--- src/rtl/rgb_pwm_ctrl.sv ---
// rgb_pwm_ctrl: three-channel PWM for the board RGB LED. Duty writes are staged and moved to shadow registers together at the period wrap. An optional fade sequencer drives a triangle ramp.
// Latency: a register write is visible the next clk; led_* lag pwm_cnt by one clk; disabling forces led_* low on the same edge the ctrl write lands.
// Backpressure: none. wr_en is accepted every cycle.
// Ports: clk, rst_n (async active-low); wr_en/wr_addr/wr_data register write
//   (addr 0..2 = duty r/g/b, addr 3 = ctrl with bit0 enable and bit1 fade);
//   led_r/led_g/led_b active-high PWM; period_done one-clk pulse after each
//   wrap; fade_level current fade sequencer level.
module rgb_pwm_ctrl #(
  parameter int PWM_BITS   = 8,
  parameter int PRESC_DIV  = 64,
  parameter int PRESC_BITS = 6
) (
  input  logic                clk,
  input  logic                rst_n,
  input  logic                wr_en,
  input  logic [1:0]          wr_addr,
  input  logic [PWM_BITS-1:0] wr_data,
  output logic                led_r,
  output logic                led_g,
  output logic                led_b,
  output logic                period_done,
  output logic [PWM_BITS-1:0] fade_level
);

  typedef enum logic [1:0] {S_OFF, S_RUN, S_FADE_UP, S_FADE_DOWN} state_t;

  localparam logic [PWM_BITS-1:0]   CNT_MAX    = '1;
  localparam logic [PWM_BITS-1:0]   CNT_PRE    = CNT_MAX - 1'b1;
  localparam logic [PWM_BITS-1:0]   LVL_ZERO   = '0;
  localparam logic [PRESC_BITS-1:0] PRESC_LAST = PRESC_BITS'(PRESC_DIV - 1);

  state_t                    state, state_nxt;
  logic [PWM_BITS-1:0]       fade_nxt;
  logic [2:0][PWM_BITS-1:0]  duty_stg;
  logic [2:0][PWM_BITS-1:0]  duty_sh;
  logic [2:0][PWM_BITS-1:0]  eff_duty;
  logic                      ctrl_en;
  logic                      ctrl_fade;
  logic [PRESC_BITS-1:0]     presc;
  logic [PWM_BITS-1:0]       pwm_cnt;

  logic ctrl_wr;
  logic en_nxt;
  logic active;
  logic counting;
  logic tick;
  logic wrap;
  logic load_sh;

  // The enable value that will be live after this edge. The LEDs use it, so a
  // disable write turns them off on the very edge it lands.
  assign ctrl_wr  = wr_en && (wr_addr == 2'd3);
  assign en_nxt   = ctrl_wr ? wr_data[0] : ctrl_en;
  assign active   = (state != S_OFF);
  // Counters run only once the FSM has left OFF, which lets the shadow load
  // on the exit from OFF before the first counted tick.
  assign counting = active && ctrl_en;
  assign tick     = counting && (presc == PRESC_LAST);
  assign wrap     = tick && (pwm_cnt == CNT_MAX);
  assign load_sh  = wrap || ((state == S_OFF) && ctrl_en);

  // A channel with zero shadow duty stays dark while fading.
  always_comb begin
    eff_duty = '0;
    for (int i = 0; i < 3; i++) begin
      if (ctrl_fade) begin
        eff_duty[i] = (duty_sh[i] != LVL_ZERO) ? fade_level : LVL_ZERO;
      end else begin
        eff_duty[i] = duty_sh[i];
      end
    end
  end

  always_ff @(posedge clk or negedge rst_n) begin
    if (!rst_n) begin
      state      <= S_OFF;
      fade_level <= '0;
    end else begin
      state      <= state_nxt;
      fade_level <= fade_nxt;
    end
  end

  // The fade level steps only on a wrap. The direction flips on the same wrap
  // that reaches an end, so each end value is held for exactly one period.
  always_comb begin
    state_nxt = state;
    fade_nxt  = fade_level;
    if (!ctrl_en) begin
      state_nxt = S_OFF;
    end else begin
      case (state)
        S_OFF: state_nxt = ctrl_fade ? S_FADE_UP : S_RUN;
        S_RUN: if (ctrl_fade) state_nxt = S_FADE_UP;
        S_FADE_UP: begin
          if (!ctrl_fade) begin
            state_nxt = S_RUN;
          end else if (wrap) begin
            if (fade_level == CNT_MAX) begin
              fade_nxt  = fade_level - 1'b1;
              state_nxt = S_FADE_DOWN;
            end else begin
              fade_nxt = fade_level + 1'b1;
              if (fade_level == CNT_PRE) state_nxt = S_FADE_DOWN;
            end
          end
        end
        S_FADE_DOWN: begin
          if (!ctrl_fade) begin
            state_nxt = S_RUN;
          end else if (wrap) begin
            if (fade_level == LVL_ZERO) begin
              fade_nxt  = fade_level + 1'b1;
              state_nxt = S_FADE_UP;
            end else begin
              fade_nxt = fade_level - 1'b1;
              if (fade_level == PWM_BITS'(1)) state_nxt = S_FADE_UP;
            end
          end
        end
        default: state_nxt = S_OFF;
      endcase
    end
  end

  always_ff @(posedge clk or negedge rst_n) begin
    if (!rst_n) begin
      duty_stg    <= '0;
      duty_sh     <= '0;
      ctrl_en     <= 1'b0;
      ctrl_fade   <= 1'b0;
      presc       <= '0;
      pwm_cnt     <= '0;
      period_done <= 1'b0;
      led_r       <= 1'b0;
      led_g       <= 1'b0;
      led_b       <= 1'b0;
    end else begin
      if (wr_en) begin
        case (wr_addr)
          2'd0: duty_stg[0] <= wr_data;
          2'd1: duty_stg[1] <= wr_data;
          2'd2: duty_stg[2] <= wr_data;
          default: begin
            ctrl_en   <= wr_data[0];
            ctrl_fade <= wr_data[1];
          end
        endcase
      end

      // Shadow reads the staging value from before this edge. A write that
      // coincides with a wrap therefore waits for the following wrap.
      if (load_sh) duty_sh <= duty_stg;

      if (!counting) begin
        presc   <= '0;
        pwm_cnt <= '0;
      end else if (tick) begin
        presc   <= '0;
        pwm_cnt <= pwm_cnt + 1'b1;
      end else begin
        presc   <= presc + 1'b1;
      end

      period_done <= wrap;
      led_r       <= active && en_nxt && (pwm_cnt < eff_duty[0]);
      led_g       <= active && en_nxt && (pwm_cnt < eff_duty[1]);
      led_b       <= active && en_nxt && (pwm_cnt < eff_duty[2]);
    end
  end

endmodule
--- config.mk ---
export PLATFORM = sky130hd
export DESIGN_NAME = rgb_pwm_ctrl
export DESIGN_NICKNAME = d
export VERILOG_FILES = /design/src/rtl/rgb_pwm_ctrl.sv
export SDC_FILE = /design/constraint.sdc
export NUM_CORES = 1
export LEC_CHECK = 0
export ABC_AREA = 1
export BUFFER_PORTS_ARGS = -buffer_cell sky130_fd_sc_hd__buf_2
export CELL_PAD_IN_SITES_DETAIL_PLACEMENT = 1
export CELL_PAD_IN_SITES_GLOBAL_PLACEMENT = 1
export CORE_MARGIN = 5
export CORE_UTILIZATION = 46
export DETAILED_ROUTE_END_ITERATION = 8
export GPL_TIMING_DRIVEN = 0
export HOLD_SLACK_MARGIN = 0.08
export PLACE_DENSITY = 0.89
export SYNTH_ARGS = -nofsm -noshare
export SYNTH_HDL_FRONTEND = slang
export SYNTH_SLANG_ARGS = --single-unit
--- constraint.sdc ---
create_clock -name clk -period 2.04 [get_ports clk]
set_clock_uncertainty 0.05 [all_clocks]
set_input_delay 0.102 -clock clk [delete_from_list [all_inputs] [get_ports clk]]
set_output_delay 0.102 -clock clk [all_outputs]
set_load 0.005 [all_outputs]
# Word level (Yosys, flattened, before mapping)
# Index checks and enable logic that the tools add are counted.
[op_classes] n_lt_le_gt_ge=3 n_eq_ne=21 muxes=30 n_reduce_logical=25 n_addsub=4 bitwise=1
[ops] operator="$mux 8" count=14
[ops] operator="$eq 8x8->1 const B" count=3
[ops] operator="$lt 8x8->1" count=3
[ops] operator="$reduce_bool 8->1" count=3
[ops] operator="$mux 2" count=11
[ops] operator="$add 8x1->8 const B" count=2
[ops] operator="$pmux 8 s2" count=1
[ops] operator="$mux 6" count=2
[ops] operator="$ne 5x5->1 const B" count=2
[ops] operator="$logic_and 1x1->1" count=9
[ops] operator="$eq 2x2->1 const B" count=4
[ops] operator="$eq 8x1->1 const B" count=1
[ops] operator="$logic_not 8->1" count=1
[ops] operator="$ne 2x2->1 const B" count=4
[ops] operator="$ne 4x4->1 const B" count=2
[ops] operator="$pmux 2 s4" count=1
[ops] operator="$reduce_and 2->1" count=4
[ops] operator="$sub 8x1->8 const B" count=1
[ops] operator="$add 6x1->6 const B" count=1
[ops] operator="$eq 6x6->1 const B" count=1
[ops] operator="$reduce_and 6->1" count=1
[ops] operator="$reduce_and 5->1" count=1
[ops] operator="$eq 2x1->1 const B" count=2
[ops] operator="$logic_not 2->1" count=2
[ops] operator="other kinds (7)" count=8
[word_totals] reg_bits=78 word_cells=100 input_bits=13

# Logic depth before layout (Yosys ltp)
[logic_depth] depth_word=8 ltp_mapped=11

# Worst setup path after synthesis
# No wires, ideal clock.
[synth_path] kind="flip-flop to flip-flop" startpoint="reg state[0]" endpoint="reg fade_level[7]" n_path_buf=1 stages_incl_launch_ff=9 period_less_slack_ns=1.721 t_arrival_ns=1.548 required_ns=1.867 setup_slack_ns=0.319 setup_ns=0.123 cell_sequence="dfrtp_1 -> inv_1 -> ha_1 -> nor2_2 -> nand4_4 -> nor2_4 -> buf_6 -> nand3_2 -> xor2_1"
[synth_via] elab_chain_cells=6 elab_cells_between_ends=13 classes_between="eq/ne: 6; mux: 1; reduce/logical: 6"
[synth_lines] item="start: declaration" line_no="32" source="state_t state, state_nxt;"
[synth_lines] item="start signal: assignment" line_no="79" source="state <= state_nxt;"
[synth_lines] item="$reduce_bool 2->1" line_no="54" source="assign active = (state != S_OFF);"
[synth_lines] item="$logic_and 1x1->1" line_no="57" source="assign counting = active && ctrl_en;"
[synth_lines] item="$logic_and 1x1->1" line_no="58" source="assign tick = counting && (presc == PRESC_LAST);"
[synth_lines] item="$logic_and 1x1->1" line_no="59" source="assign wrap = tick && (pwm_cnt == CNT_MAX);"
[synth_lines] item="$ne 2x2->1 (no line)"
[synth_lines] item="$reduce_and 6->1 (no line)"
[synth_lines] item="end signal: assignment" line_no="80" source="fade_level <= fade_nxt;"
[synth_lines] item="end: declaration" line_no="22" source="output logic [PWM_BITS-1:0] fade_level"
# Parallel ways exist; a longest one is shown, timed or not.
# A chain may end at the register's enable or synchronous reset.

# Final worst setup path
[layout_path] startpoint="reg duty_sh[23] (netlist name)" endpoint="reg led_b"
[layout_via] elab_chain_cells=5
[layout_lines] item="start: declaration" line_no="35" source="logic [2:0][PWM_BITS-1:0] duty_sh;"
[layout_lines] item="start signal: assignment" line_no="153" source="if (load_sh) duty_sh <= duty_stg;"
[layout_lines] item="$reduce_bool 8->1" line_no="67" source="eff_duty[i] = (duty_sh[i] != LVL_ZERO) ? fade_level : LVL_ZERO;"
[layout_lines] item="$mux 8" line_no="67"
[layout_lines] item="$mux 8 (*)" line_no="66" source="if (ctrl_fade) begin"
[layout_lines] item="$lt 8x8->1 (*)" line_no="168" source="led_b <= active && en_nxt && (pwm_cnt < eff_duty[2]);"
[layout_lines] item="$logic_and 1x1->1 (*)" line_no="168"
[layout_lines] item="end signal: assignment" line_no="168"
[layout_lines] item="end: declaration" line_no="20" source="output logic led_b,"
# Every way passes the cells marked *; elsewhere a longest branch is shown, timed or not.

==> impl_metrics.csv <==
group,metric,value,unit
status,status,"completed",
sta,fin_crit_sh,0.9783,
finish,n_antenna_cell,0,
logic_synthesis,ys_warn_count,0,
global_route,antenna_found_initial,0,
critical_path,crit_path_top_delay_cell,"dfrtp_1",
routing,drc,0,
floorplanning,start_util,0.4750,
finish,num-nets-final,649,
sta,slew_violations,0,
logic_synthesis,yosysMostFrequentCell,"nand2_1",
critical_path,crit_fanout,6,
power_and_ir_drop,p_leak,0.002650,µW
global_route,first_global_vias,4153,
clocking,path_clk_slew,90,ps
floorplanning,die_h,108.1,µm
placed_design,placed_area,4742,µm²
power_and_ir_drop,vdd_drop_max,501.2,µV
sta,grt_setup_unrepaired,"yes",
logic_synthesis,ys_seq_elements,78,
clocking,cts_tree,"yes",
logic_synthesis,synth.cell_area,4430,µm²
logic_synthesis,yosys.area.top_type_share,0.4406,
placed_design,port_buffers,24,
routing,firstDrtPassIters,4,
logic_synthesis,synth_cells,545,
global_route,overflow,0,
routing,vias,3965,
placed_design,dp_cells,699,
global_route,grt_max_degree,71,
logic_synthesis,synth.area.top_cells,"dfrtp_1 (44%), nand2_1 (13%), ha_1 (9.0%)",
clocking,ctsLongestPathBuffers,2,
critical_path,path_cells,"nor2_2 -> nand4_1 -> buf_4 -> a22oi_1 -> ha_1 -> a21oi_1 -> nand2_1 -> a21oi_1",
sta,slew_headroom,0.6977,
critical_path,cpMostUsedCell,"a21oi_1",
finish,final_area,5179,µm²
routing,drtIter0Drc,142,
global_route,grt_pass1_wl,20180,µm
logic_synthesis,synthFlopType,"dfrtp_1",
finish,drive_above_1_share,0.1511,
routing,ant_nets,0,
flow_run,drv_cap,0,
logic_synthesis,syn_nets,590,
floorplanning,row_count,35,
clocking,h-tree-depth,3,
logic_synthesis,synth_edf_count,0,
critical_path,cp.arrival,2230,ps
placed_design,dp_hpwl,9092,µm
logic_synthesis,yosysTopAreaCell,"dfrtp_1",
logic_synthesis,synth_common_cells,"nand2_1 (152), dfrtp_1 (78), inv_1 (59)",
floorplanning,die_area,11690,µm²
sta,finalHoldViolCount,0,
critical_path,path_buf_inv,1,
logic_synthesis,syn_avg_cell_area,8.129,µm²
routing,detail_route.wl_per_cell,16.78,µm
clocking,numCtsBuffers,9,
finish,multi_input_area,2223,µm²
logic_synthesis,ys_types,38,
critical_path,cp-start-kind,"register",
routing,routed_wl,12390,µm
clocking,clkSinkCount,78,
sta,period_needed,1996,ps
floorplanning,core_area,9328,µm²
sta,max_freq,501.1,MHz
floorplanning,die_x,108.1,µm
power_and_ir_drop,p_per_area,985.0,nW/µm²
sta,setup_viol,0,
critical_path,cp_slowest_stage_delay,450,ps
clocking,root_buffer,"clkbuf_8",
finish,syn_to_final_growth,16.89,%
power_and_ir_drop,total_power,5101,µW
finish,seqCellArea,1954,µm²
logic_synthesis,async_reset_ff_frac,1.000,
critical_path,end_kind,"register",
critical_path,path_class,"reg2reg",
finish,layout.cells.non_filler,738,
finish,fill_cells,1139,
floorplanning,io_pins,25,
critical_path,required,2270,ps
sta,tightest_slew,448.7,ps
routing,avgViaCountPerCell,5.373,
critical_path,critPathTopFamily,"flip-flops",
clocking,clk_latency,360,ps
placed_design,place_congestion,0.8923,
logic_synthesis,yosysSeqAreaShare,0.4406,
hold_path,hp-class,"in2reg",
global_route,track_usage,0.2175,
==> routing by layer <==
metal / vias to the layer above / GRT usage / share of wire
met5: - / 0 / 0
met4: 0 / 0.05591 / 0.014
met3: 15 / 0.03582 / 0.028
met2: 56 / 0.3868 / 0.52
met1: 1973 / 0.2746 / 0.44
li1: 1921 / - / -
==> sequential cells by signal (all words and copies together), names as in the netlist <==
register,cells
led_b,1
presc,6
ctrl_en,1
state,2
led_r,1
duty_stg,24
led_g,1
pwm_cnt,8
fade_level,8
period_done,1
ctrl_fade,1
duty_sh,24
==> report_power, final <==
part / internal [µW] / switching [µW] / total, µW
Combinational: 690 / 1040 / 1730
Sequential: 1900 / 357 / 2260
Clock: 467 / 645 / 1110
Total: 3060 / 2040 / 5100
==> kinds of logic (layout without fill, tap and decap cells) <==
group,count (synthesis),in the layout,share of synthesized area
XOR/XNOR,10,10,0.01977
adder cells (fa/ha/maj),32,32,0.09037
AO/OA/AOI/OAI,93,93,0.1248
buffers and inverters,74,138,0.06778
AND/OR/NAND/NOR,258,258,0.2567
flip-flops,78,78,0.4406
==> through the flow <==
step / util / hold WS (ps) / worst slack, ps / TNS [ps]
2_1_floorplan: - / -243.6 / 319.4 / 0
3_3_place_gp: 0.5052 / 340.9 / -58.34 / -124.4
3_5_place_dp: 0.5084 / -98.68 / -112.9 / -1086
4_1_cts: 0.5404 / 84.08 / 1.714 / 0
5_1_grt: 0.5552 / 85.17 / -62.89 / -251.1
6_report: 0.5552 / 90.85 / 44.29 / 0
==> final timing paths <==
path	from	depth (start not counted)	endpoint	slack (ps)
max in group asynchronous	rst_n	3	fade_level[0]	890
worst max register to register	duty_sh[23]	8	led_b	40
worst min register to register	presc[0]	1	presc[0]	430
worst max-delay path	duty_sh[23]	8	led_b	40
worst min-delay path	wr_addr[0]	3	ctrl_fade	90
min in group asynchronous	rst_n	3	presc[5]	240
==> cell type report <==
type | instances | share of cell area
repair buffers | 48 | 0.06717
clock inverters | 7 | 0.01184
plain buffers | 14 | 0.01570
inverters | 60 | 0.04349
clock buffers | 9 | 0.02392
flip-flops and latches | 78 | 0.3774
well taps | 129 | 0.03117
multi-input cells | 393 | 0.4293
==> placed cells by master, fill, tap and decap left out, types with 2 or more instances in the layout <==
master           n
clkbuf_1         7
clkinvlp_4       2
nand2_2          2
nand3_2          3
nor3_1           9
o211ai_1         4
dfrtp_2          2
o21ai_0         38
nor2_2           6
buf_6            2
inv_1           55
nand4_1          3
a22oi_2          2
a21oi_1         22
clkbuf_2         2
ha_1            32
nand3_1         44
buf_2           23
inv_2            5
nand2_1        151
buf_4           16
inv_6            4
xor2_1           8
clkbuf_8         9
a22oi_1         19
dlygate4sd3_1   10
nor2_4           3
xnor2_1          2
nor2_1          28
dfrtp_1         76
==> repair_timing <==
action | 4_1_cts | 5_1_grt
buffers inserted | 0 | 13
resized for setup | 4 | 20
gates cloned | 0 | 0
setup endpoints to repair | 34 | 33
pin swaps | 0 | 9
endpoints found under the hold margin | 101 | 0
hold buffers | 10 | 0
==> worst reg2reg max path, cell delays in order, from the launching register on <==
cell and delay, ps:
dfrtp_1 450, nor2_2 140, nand4_1 240, buf_4 240, a22oi_1 180, ha_1 280, a21oi_1 150, nand2_1 60
a21oi_1 110
Note: power is estimated with default switching activity, not from simulation.
